### src/rtl/if_pkg.sv
// Shared widths, field offsets and entry packing for the fetch stage.
package if_pkg;

   localparam int          IF_ID_BUS_W  = 65;
   localparam int          BR_BUS_W     = 33;
   localparam logic [31:0] DEF_RESET_PC = 32'h1c00_0000;

   // {adef, pc[31:0], inst[31:0]}
   localparam int ADEF_BIT = 64;
   localparam int PC_LSB   = 32;
   localparam int INST_LSB = 0;

   // {br_taken, br_target[31:0]}
   localparam int BR_TAKEN_BIT = 32;

   function automatic logic [IF_ID_BUS_W-1:0] pack_entry(input logic        adef,
                                                         input logic [31:0] pc,
                                                         input logic [31:0] inst);
      return {adef, pc, inst};
   endfunction

endpackage

### src/rtl/if_fetch_buffered_if.sv
// Fetch-stage signal bundle: branch redirect, decode handshake, SRAM port.
interface if_fetch_buffered_if;
   import if_pkg::*;

   logic [BR_BUS_W-1:0]    br_bus;
   logic                   id_ready;
   logic                   if_valid;
   logic [IF_ID_BUS_W-1:0] if_to_id_bus;
   logic                   inst_sram_en;
   logic [3:0]             inst_sram_we;
   logic [31:0]            inst_sram_addr;
   logic [31:0]            inst_sram_wdata;
   logic [31:0]            inst_sram_rdata;

   // The fetch stage side.
   modport master (
      input  br_bus, id_ready, inst_sram_rdata,
      output if_valid, if_to_id_bus, inst_sram_en, inst_sram_we,
             inst_sram_addr, inst_sram_wdata
   );

   // The surrounding pipeline / SRAM side.
   modport slave (
      output br_bus, id_ready, inst_sram_rdata,
      input  if_valid, if_to_id_bus, inst_sram_en, inst_sram_we,
             inst_sram_addr, inst_sram_wdata
   );

endinterface

### src/rtl/if_inst_fifo.sv
// Small synchronous FIFO holding fetched entries; flush beats push and pop.
module if_inst_fifo #(
   parameter  int W     = 65,
   parameter  int DEPTH = 4,
   localparam int AW    = $clog2(DEPTH),
   localparam int CW    = AW + 1
) (
   input  logic          clk,
   input  logic          reset,
   input  logic          i_push,
   input  logic          i_pop,
   input  logic          i_flush,
   input  logic [W-1:0]  i_data,
   output logic [CW-1:0] o_count,
   output logic [W-1:0]  o_head
);

   logic [W-1:0]  r_mem [DEPTH];
   logic [AW-1:0] r_wr_ptr;
   logic [AW-1:0] r_rd_ptr;
   logic [CW-1:0] r_count;

   // Pointer and occupancy bookkeeping; pointers wrap naturally (power-of-two depth).
   always_ff @(posedge clk) begin
      if (reset || i_flush) begin
         r_wr_ptr <= '0;
         r_rd_ptr <= '0;
         r_count  <= '0;
      end else begin
         if (i_push) r_wr_ptr <= r_wr_ptr + AW'(1);
         if (i_pop)  r_rd_ptr <= r_rd_ptr + AW'(1);
         r_count <= r_count + CW'(i_push) - CW'(i_pop);
      end
   end

   // Entry storage; a flushed push is simply not written.
   always_ff @(posedge clk) begin
      if (i_push && !i_flush) r_mem[r_wr_ptr] <= i_data;
   end

   assign o_count = r_count;
   assign o_head  = r_mem[r_rd_ptr];

endmodule

### src/rtl/if_fetch_buffered.sv
// Instruction fetch: free-running PC, 1-cycle SRAM, credit-managed entry buffer.
module if_fetch_buffered
   import if_pkg::*;
#(
   parameter logic [31:0] RESET_PC = DEF_RESET_PC,
   parameter int          DEPTH    = 4
) (
   input logic                 clk,
   input logic                 reset,
   if_fetch_buffered_if.master bus
);

   localparam int CW = $clog2(DEPTH) + 1;

   logic                   w_br_taken;
   logic [31:0]            w_br_target;
   logic [CW-1:0]          w_count;
   logic [CW-1:0]          w_occ;
   logic [IF_ID_BUS_W-1:0] w_head;
   logic [IF_ID_BUS_W-1:0] w_push_data;
   logic                   w_nonempty;
   logic                   w_valid;
   logic                   w_pop;
   logic                   w_push;
   logic                   w_credit;
   logic                   w_issue;
   logic                   w_aligned;
   logic [31:0]            w_req_pc;

   logic [31:0] r_fetch_pc;
   logic [31:0] r_inflight_pc;
   logic        r_inflight;
   logic        r_inflight_adef;  // misaligned issue: entry is synthesised, not read
   logic        r_stall;          // parked on a misaligned PC until redirected

   assign w_br_taken  = bus.br_bus[BR_TAKEN_BIT];
   assign w_br_target = bus.br_bus[31:0];

   assign w_nonempty = (w_count != '0);
   assign w_valid    = !reset && !w_br_taken && w_nonempty;
   assign w_pop      = w_valid && bus.id_ready;

   // A redirect discards whatever response lands in the same cycle.
   assign w_push      = r_inflight && !w_br_taken;
   assign w_push_data = pack_entry(r_inflight_adef, r_inflight_pc,
                                   r_inflight_adef ? 32'h0 : bus.inst_sram_rdata);

   // Occupancy once this cycle's response and pop settle; a new issue needs one free slot.
   assign w_occ    = w_count + CW'(r_inflight) - CW'(w_pop);
   assign w_credit = (w_occ < CW'(DEPTH));

   assign w_req_pc  = w_br_taken ? w_br_target : r_fetch_pc;
   assign w_aligned = (w_req_pc[1:0] == 2'b00);
   assign w_issue   = !reset && (w_br_taken || (!r_stall && w_credit));

   assign bus.inst_sram_en    = w_issue && w_aligned;
   assign bus.inst_sram_addr  = w_req_pc;
   assign bus.inst_sram_we    = 4'h0;
   assign bus.inst_sram_wdata = 32'h0;

   assign bus.if_valid     = w_valid;
   assign bus.if_to_id_bus = (!reset && w_nonempty) ? w_head : '0;

   // Fetch PC advance and tracking of the one outstanding request.
   always_ff @(posedge clk) begin
      if (reset) begin
         r_fetch_pc      <= RESET_PC;
         r_inflight      <= 1'b0;
         r_inflight_pc   <= 32'h0;
         r_inflight_adef <= 1'b0;
         r_stall         <= 1'b0;
      end else begin
         r_inflight <= w_issue;
         if (w_issue) begin
            r_inflight_pc   <= w_req_pc;
            r_inflight_adef <= !w_aligned;
            r_stall         <= !w_aligned;
            r_fetch_pc      <= w_aligned ? (w_req_pc + 32'd4) : w_req_pc;
         end
      end
   end

   if_inst_fifo #(
      .W     (IF_ID_BUS_W),
      .DEPTH (DEPTH)
   ) u_fifo (
      .clk     (clk),
      .reset   (reset),
      .i_push  (w_push),
      .i_pop   (w_pop),
      .i_flush (w_br_taken),
      .i_data  (w_push_data),
      .o_count (w_count),
      .o_head  (w_head)
   );

endmodule

### src/flat_wrapper.sv
// flat-port wrapper written by rule: the top's interface ports become plain ports
module if_fetch_buffered_flat import if_pkg::*;
#(
   parameter logic [31:0] RESET_PC = DEF_RESET_PC,
   parameter int          DEPTH    = 4
)
  (clk, reset, bus_br_bus, bus_id_ready, bus_inst_sram_rdata, bus_if_valid, bus_if_to_id_bus, bus_inst_sram_en, bus_inst_sram_we, bus_inst_sram_addr, bus_inst_sram_wdata);
  if_fetch_buffered_if bus_i ();
  input logic clk;
  input logic reset;
  input wire logic [$bits(bus_i.br_bus)-1:0] bus_br_bus;
  input wire logic [$bits(bus_i.id_ready)-1:0] bus_id_ready;
  input wire logic [$bits(bus_i.inst_sram_rdata)-1:0] bus_inst_sram_rdata;
  output wire logic [$bits(bus_i.if_valid)-1:0] bus_if_valid;
  output wire logic [$bits(bus_i.if_to_id_bus)-1:0] bus_if_to_id_bus;
  output wire logic [$bits(bus_i.inst_sram_en)-1:0] bus_inst_sram_en;
  output wire logic [$bits(bus_i.inst_sram_we)-1:0] bus_inst_sram_we;
  output wire logic [$bits(bus_i.inst_sram_addr)-1:0] bus_inst_sram_addr;
  output wire logic [$bits(bus_i.inst_sram_wdata)-1:0] bus_inst_sram_wdata;
  assign bus_i.br_bus = bus_br_bus;
  assign bus_i.id_ready = bus_id_ready;
  assign bus_i.inst_sram_rdata = bus_inst_sram_rdata;
  assign bus_if_valid = bus_i.if_valid;
  assign bus_if_to_id_bus = bus_i.if_to_id_bus;
  assign bus_inst_sram_en = bus_i.inst_sram_en;
  assign bus_inst_sram_we = bus_i.inst_sram_we;
  assign bus_inst_sram_addr = bus_i.inst_sram_addr;
  assign bus_inst_sram_wdata = bus_i.inst_sram_wdata;
  if_fetch_buffered #(.RESET_PC(RESET_PC), .DEPTH(DEPTH)) u_core (.clk(clk), .reset(reset), .bus(bus_i));
endmodule
### config.mk
export PLATFORM = sky130hd
export DESIGN_NAME = if_fetch_buffered_flat
export DESIGN_NICKNAME = d
export VERILOG_FILES = /design/src/rtl/if_pkg.sv /design/src/rtl/if_fetch_buffered_if.sv /design/src/rtl/if_inst_fifo.sv /design/src/rtl/if_fetch_buffered.sv /design/src/flat_wrapper.sv
export SDC_FILE = /design/constraint.sdc
export NUM_CORES = 1
export LEC_CHECK = 0
export ABC_AREA = 1
export CAP_MARGIN = 20
export CORE_MARGIN = 4
export CORE_UTILIZATION = 50
export DETAILED_ROUTE_END_ITERATION = 16
export MAX_ROUTING_LAYER = met4
export PLACE_DENSITY = 0.77
export SLEW_MARGIN = 40
export SYNTH_ARGS = -nofsm -noshare
export SYNTH_HDL_FRONTEND = slang
export SYNTH_SLANG_ARGS = --single-unit
export TNS_END_PERCENT = 10
### constraint.sdc
create_clock -name clk -period 5.65 [get_ports clk]
set_clock_uncertainty 0.2 [all_clocks]
set_input_delay 1.4125 -clock clk [delete_from_list [all_inputs] [get_ports clk]]
set_output_delay 1.4125 -clock clk [all_outputs]
set_load 0.005 [all_outputs]
==> metrics.cfg, run 1 <==
[die]
floorplan.io_pins=203
die_area_um2=32100
initial_core_util=0.508
core_area_um2=28800
die_width_um=179
num_rows=62
die_extent_in_y_um=179

[synthesis]
synthMostInstantiatedCell=nor2_1
muxShareOfSynthArea=0
synth_area_per_cell_um2=9.79
ys_seq_elements=333
netlist.area_leader.share=0.534
synth_xor_xnor_area_share=0.00419
yosys.area_share.adder=0.00906
synth.largest_area_cell=edfxtp_1
async_set_reset_flop_share_out_of_synthesis=0
part_of_the_yosys_area_used_for_sequential_elements=0.633
ys_types=36
ys_top_cells_by_area=edfxtp_1 53%, dfxtp_1 10%, nor2_1 9.3%, o21ai_0 6.3%, a21oi_1 3.6%
netlist_instances=1495
number_of_flops_mapped_to_enable_cells_by_yosys=260
synth-warning-count=0
yosys.area_share.simple=0.158
synth.cells.most_frequent=361 x nor2_1, 260 x edfxtp_1, 184 x o21ai_0
syn-cell-area_um2=14600
synth_compound_gate_area_share=0.120
dominant_combinational_cell_family_by_area_after_synthesis=simple AND/OR/NAND/NOR gates
synth_flop_cell=edfxtp_1

[worst_setup_path]
critical_path.startpoint_type=input port
kind_of_cell_adding_the_most_delay_to_the_critical_path=buffers and inverters
class_of_the_most_critical_setup_path=input port to output port
reg2reg_depth=17
worst-r2r-setup-slack_ns=2.50
crit_arrival_ns=3.56
critical_path.reg2reg.startpoint=u_core.u_fifo.o_count[2]
worstSetupStartpoint=reset
required_ns=4.04
timing.critical_path.cells=clkdlybuf4s50_1 -> inv_2 -> o31ai_4 -> nor2_2 -> nand2_1 -> inv_1 -> ha_1 -> inv_1 -> ha_1 -> nand3b_1 -> nand2_1 -> nand2_1 -> nand3_2 -> nand2_1 -> nand2_1 -> inv_1 -> nand2_1 -> inv_1 -> dlymetal6s2s_1
critPathSlowestCell=clkdlybuf4s50_1
path_max_fanout=2
end_kind=output port
critical-path-top-cell-by-count=nand2_1
critical_path.reg2reg.endpoint=u_core.r_fetch_pc[11]
critical_path_buf_inv_count=7
slowest_delay_ns=0.44

[cells_and_area]
antenna_cells_inserted=0
num-fill-cells=2360
area_growth_pct=20.7
post_route_cells_drive_above_1_share=0.0750
final-instance-count-excl-fill=2050
finalNetCount=1722

[clocking]
cts.sink_count=333
cts.repair_timing.setup_buffer_count=0
clockBufferDepth=3
postCtsHoldBufs=0
cts_tree=done
number_of_buffers_inserted_during_clock_tree_synthesis=34
htree_levels=2
worst_setup_hold_path_clk_slew_ns=0.06
clkLatencyLatePin_ns=0.50
library_cell_used_as_clock_root_buffer=clkbuf_16

[sta]
timing_hold_violations_final=0
setup_viol_count_final=0
layout_worst_path_cycle_share=0.916
final.setup.worst_slack_ns=0.475
grt_setup_unrepaired=false
fin_hold_ws_ns=0.267
layout_min_cycle_time_ns=5.17
final_max_slew_viol_count=0
slew_of_the_pin_with_the_lowest_slew_margin_ns=0.869
finalSetupTns_ns=0
worst_slew_margin_rel=0.421
max_freq_mhz=193

[route]
drt_wl_total_um=35400
detailroute.wirelength.met3_um=2590
detail_route.first_pass.iterations=7
drt-vias-per-instance=5.30
drtAntennaViolNets=0
vias=10867
avgRoutedWirePerCell_um=17.3
wirelength_met1_um=15500
wl_met2_um=16400
drt-initial-drc-count=972
highest-signal-layer=met4
drt_drc_violations_left=0

[global_routing]
grt_pass1_wl_um=55000
globalRouteTotalUtil=0.223
grt_max_degree=91
number_of_antenna_violations_at_the_first_check_in_global_routing=0
first_global_vias=10532
global_route.overflow_total=0

[placed_design]
placement.setup.worst_slack_ns=0.0307
numPortBuffers=166
globalplace.congestion=0.936
numPlacedInstances=1991
place.detailed.hpwl_um=21700

[worst_hold_path]
holdPathEnd=u_core.u_fifo.r_rd_ptr[0]
hold-path-cell-count=2
min-delay-start=u_core.u_fifo.r_rd_ptr[0]
holdCritPathClass=flop to flop

[flow_run]
cap_violations=0

[pwr]
power_per_cell_area_nw_per_um2=306
report.power.total_mw=5.40
vdd.ir_drop.worst_mv=0.178
power.leakage_nw=6.64

[run_status]
run_status=completed

per-layer routing:
layer | vias to the layer above | track usage
li1 | 5249 | -
met1 | 5120 | 0.305
met2 | 437 | 0.351
met3 | 61 | 0.0295
met4 | 0 | 0.0707
met5 | - | -
kinds of logic after synthesis:
group,Yosys count
AND/OR/NAND/NOR,569
AO/OA/AOI/OAI,329
buffers and inverters,246
adder cells (fa/ha/maj),10
flip-flops,333
other,1
XOR/XNOR,7
worst register-to-register path, cell delays in order, from the launching register on:
cell and delay, ns:
dfxtp_1 0.36, o31ai_4 0.28, nor2_2 0.07, nand2_1 0.08
inv_1 0.05, ha_1 0.19, inv_1 0.05, ha_1 0.22
nand3b_1 0.12, nand2_1 0.06, nand2_1 0.07, nand3_2 0.08
nand2_1 0.09, buf_4 0.48, inv_1 0.30, a21oi_1 0.17
o21ai_0 0.10, a21oi_1 0.12
how the worst max path moves through the flow:
stage	cells after the start	end
2_1_floorplan	5	u_core.u_fifo.r_mem[0][0]
3_3_place_gp	19	bus_inst_sram_en
3_5_place_dp	19	bus_inst_sram_en
4_1_cts	19	bus_inst_sram_en
5_1_grt	19	bus_inst_sram_en
6_report	19	bus_inst_sram_en
cell usage in the layout (no fill, tap or decap), drive strengths merged:
cell type and instances:
clkbuf 43, dlymetal6s2s 1, nor2 371, fa 1
o211a 1, nand2 130, xor2 6, nand3 42
or2 3, a211oi 12, a21oi 104, edfxtp 260
and3 1, dfxtp 73, inv 132, o21ai 206
o211ai 4, nand3b 1, xnor2 1, bufinv 2
buf 28, clkinv 11, clkinvlp 1, o31ai 2
nand4 12, conb 36, ha 9, clkdlybuf4s50 164
nor3 9
report_power, final:
part           switching, mW  internal [mW]
clock                  0.871           1.26
sequential            0.0524           2.75
combinational          0.287          0.181
final cells by class:
class	instances	area, um^2	area share
inverters	131	492	0.0278
well taps	384	480	0.0272
clock inverters	15	124	0.00701
repair buffers	193	1910	0.108
clock buffers	43	936	0.0530
multi-input cells	951	4450	0.252
flip-flops and latches	333	9270	0.525
sequential cells by signal (all words and copies together) (netlist names), named ones only:
| register | count |
|---|---|
| u_core.r_inflight_pc | 32 |
| u_core.u_fifo.o_count | 3 |
| u_core.r_inflight_adef | 1 |
| u_core.r_inflight | 1 |
| u_core.u_fifo.r_wr_ptr | 2 |
| u_core.u_fifo.r_rd_ptr | 2 |
| u_core.r_fetch_pc | 30 |
| u_core.u_fifo.r_mem | 260 |
stage by stage:
stage                     instance area, um^2  utilization
after global placement                  16600        0.576
after CTS                               17600        0.613
after detailed placement                16600        0.576
after global routing                    17700        0.614
after floorplan                         14800            -
final                                   17700        0.614
repair_timing:
action	4_1_cts	5_1_grt
resized for setup	0	3
endpoints found under the setup margin	0	1
hold endpoints to repair	0	0
Note: power is estimated with default switching activity, not from simulation.
==> run 2, diff against run 1 <==
Settings changed: SLEW_MARGIN 40 to 30.
==> metrics.cfg, run 2 (synthesis results as in run 1) <==
[worst_setup_path]
reg2reg_depth=17  ; unchanged
path_max_fanout=2  ; unchanged
class_of_the_most_critical_setup_path=input port to output port
crit_arrival_ns=3.54  ; -0.02 ns
critical_path.reg2reg.startpoint=u_core.u_fifo.o_count[2]
crit_path_end=bus_inst_sram_en
required_ns=4.04  ; about the same
worst-r2r-setup-slack_ns=2.47  ; -0.03 ns
critical_path.startpoint_type=input port
critical_path.reg2reg.endpoint=u_core.r_fetch_pc[11]
end_kind=output port
worstSetupStartpoint=reset

[cells_and_area]
seq_area_um2=9270  ; unchanged
finalNetCount=1722  ; unchanged
layout_common_cells=355 x nor2_1, 260 x edfxtp_1, 184 x o21ai_0
antenna_cells_inserted=0  ; unchanged
top_regs=u_core.u_fifo.r_mem x260, u_core.r_inflight_pc x32, u_core.r_fetch_pc x30
largest_register_ff_count=260  ; unchanged
max_flop_register=u_core.u_fifo.r_mem
final-instance-count-excl-fill=2052  ; +0.098%
num-fill-cells=2321  ; -1.7%
layout_commonest_cell=nor2_1
multi_input_gate_area_um2=4450  ; unchanged
area_growth_pct=21.1
post_route_cells_drive_above_1_share=0.0743  ; -0.000689

[route]
drt_wl_total_um=35300  ; -0.38%
drtAntennaViolNets=0  ; unchanged
drt-initial-drc-count=912  ; -6.2%
drt_drc_violations_left=0  ; unchanged
vias=10825  ; -0.39%
drt-vias-per-instance=5.28  ; -0.48%
detail_route.first_pass.iterations=5  ; -2
avgRoutedWirePerCell_um=17.2  ; -0.48%

[clocking]
worst_setup_hold_path_clk_slew_ns=0.06  ; about the same
post_cts_repair_resize_count=0  ; unchanged
number_of_buffers_inserted_during_clock_tree_synthesis=34  ; unchanged
cts.repair_timing.setup_buffer_count=0  ; unchanged
htree_levels=2  ; unchanged
clkLatencyLatePin_ns=0.50  ; about the same
postCtsHoldBufs=0  ; unchanged
cts.sink_count=333  ; unchanged
cts_tree=done
clockBufferDepth=3  ; unchanged
library_cell_used_as_clock_root_buffer=clkbuf_16

[sta]
slew_of_the_pin_with_the_lowest_slew_margin_ns=0.884  ; +0.0149 ns
max_freq_mhz=194  ; +0.48%
final_max_slew_viol_count=0  ; unchanged
timing_hold_violations_final=0  ; unchanged
layout_worst_path_cycle_share=0.912  ; -0.00438
setup_viol_count_final=0  ; unchanged
worst_slew_margin_rel=0.411  ; -0.00992
finalSetupTns_ns=0  ; unchanged
final.setup.worst_slack_ns=0.500  ; +0.0248 ns
layout_min_cycle_time_ns=5.15  ; -0.0248 ns
grt_setup_unrepaired=false

[die]
initial_core_util=0.508  ; unchanged
die_extent_in_y_um=179  ; unchanged
core_area_um2=28800  ; unchanged
floorplan.io_pins=203  ; unchanged
die_area_um2=32100  ; unchanged
num_rows=62  ; unchanged
die_width_um=179  ; unchanged

[worst_hold_path]
holdCritPathClass=flop to flop

[flow_run]
cap_violations=0  ; unchanged

[placed_design]
numPortBuffers=166  ; unchanged
placement.setup.worst_slack_ns=0.0422  ; +0.0115 ns
globalplace.congestion=0.936  ; unchanged
numPlacedInstances=1992  ; +0.050%
place.detailed.hpwl_um=21900  ; +0.60%

[pwr]
power_per_cell_area_nw_per_um2=310  ; +1.3%
switching_power_mw=1.23  ; +1.4%
power_switching_share=0.223  ; -0.000585
share_comb_of_total_power=0.085  ; -0.002
power.leakage_nw=6.66  ; +0.33%
intPower_mw=4.26  ; +1.7%
vdd.ir_drop.worst_mv=0.189  ; +6.4%
p_seq_frac=0.511  ; -0.008
power_frac_clock=0.404  ; +0.009

[global_routing]
first_global_vias=10440  ; -0.87%
number_of_antenna_violations_at_the_first_check_in_global_routing=0  ; unchanged
global_route.overflow_total=0  ; unchanged
globalRouteTotalUtil=0.222  ; -0.00138
grt_pass1_wl_um=54500  ; -0.89%
grt_max_degree=91  ; unchanged

[run_status]
run_status=completed

## run 2: critical path: stages
cell and delay [ns]:
clkdlybuf4s50_1 0.43, inv_2 0.09, o31ai_4 0.07, nor2_2 0.12
nand2_1 0.08, inv_1 0.08, ha_1 0.14, inv_1 0.04
ha_1 0.27, nand3b_1 0.11, nand2_1 0.07, nand2_1 0.07
nand3_2 0.08, nand2_1 0.08, nand2_1 0.07, inv_1 0.08
nand2_1 0.06, inv_1 0.05, dlymetal6s2s_1 0.13
## run 2: cell type report
| type | instances | area share |
|---|---|---|
| inverter | 131 | 0.0278 |
| timing repair buffer | 193 | 0.108 |
| clock buffer | 45 | 0.0515 |
| clock inverter | 15 | 0.0113 |
| sequential | 333 | 0.523 |
| tap | 384 | 0.0271 |
| multi-input combinational | 951 | 0.251 |
## run 2: how the worst min path moves through the flow
stage	from	to	slack, ns	cells after the start
2_1_floorplan	u_core.u_fifo.r_rd_ptr[1]	flop	0.24	2
3_3_place_gp	u_core.u_fifo.r_rd_ptr[0]	flop	0.25	2
3_5_place_dp	u_core.u_fifo.r_rd_ptr[0]	u_core.u_fifo.r_rd_ptr[0]	0.26	2
4_1_cts	u_core.u_fifo.r_rd_ptr[0]	u_core.u_fifo.r_rd_ptr[0]	0.27	2
5_1_grt	u_core.u_fifo.r_rd_ptr[0]	u_core.u_fifo.r_rd_ptr[0]	0.29	2
6_report	u_core.u_fifo.r_rd_ptr[0]	flop	0.27	2
## run 2: per-stage QoR
| step | area, um^2 | hold WS (ns) | utilization | power (mW) |
|---|---|---|---|---|
| 6_report | 17700 | 0.267 | 0.616 | 5.49 |
| 4_1_cts | 17700 | 0.267 | 0.615 | 5.52 |
| 3_3_place_gp | 16600 | 0.246 | 0.576 | 3.30 |
| 2_1_floorplan | 14800 | 0.237 | - | 3.11 |
| 3_5_place_dp | 16600 | 0.259 | 0.577 | 3.31 |
| 5_1_grt | 17700 | 0.290 | 0.616 | 5.68 |
## run 2: power by group through the flow
stage,clock network [mW],registers (mW),logic [mW]
finish,2.22,2.80,0.468
global route,2.35,2.81,0.521
global placement,0,2.85,0.454
CTS,2.25,2.80,0.466
floorplan,0,2.84,0.275
detailed placement,0,2.85,0.461
## run 2: metal layers
metal  part of all wire  global-route usage  up-vias
met1               0.44               0.308     5073
met4              0.022              0.0614        0
li1                   -                   -     5266
met3              0.073              0.0312       55
met5                  0                   -        -
met2               0.46               0.347      431
==> run 3, diff against run 2 <==
Settings changed: CAP_MARGIN 20 to 30, CTS_CLUSTER_DIAMETER set to 200.
==> results of run 3 <==
No change in the layout: final DEF, timing and power equal those of run 2.
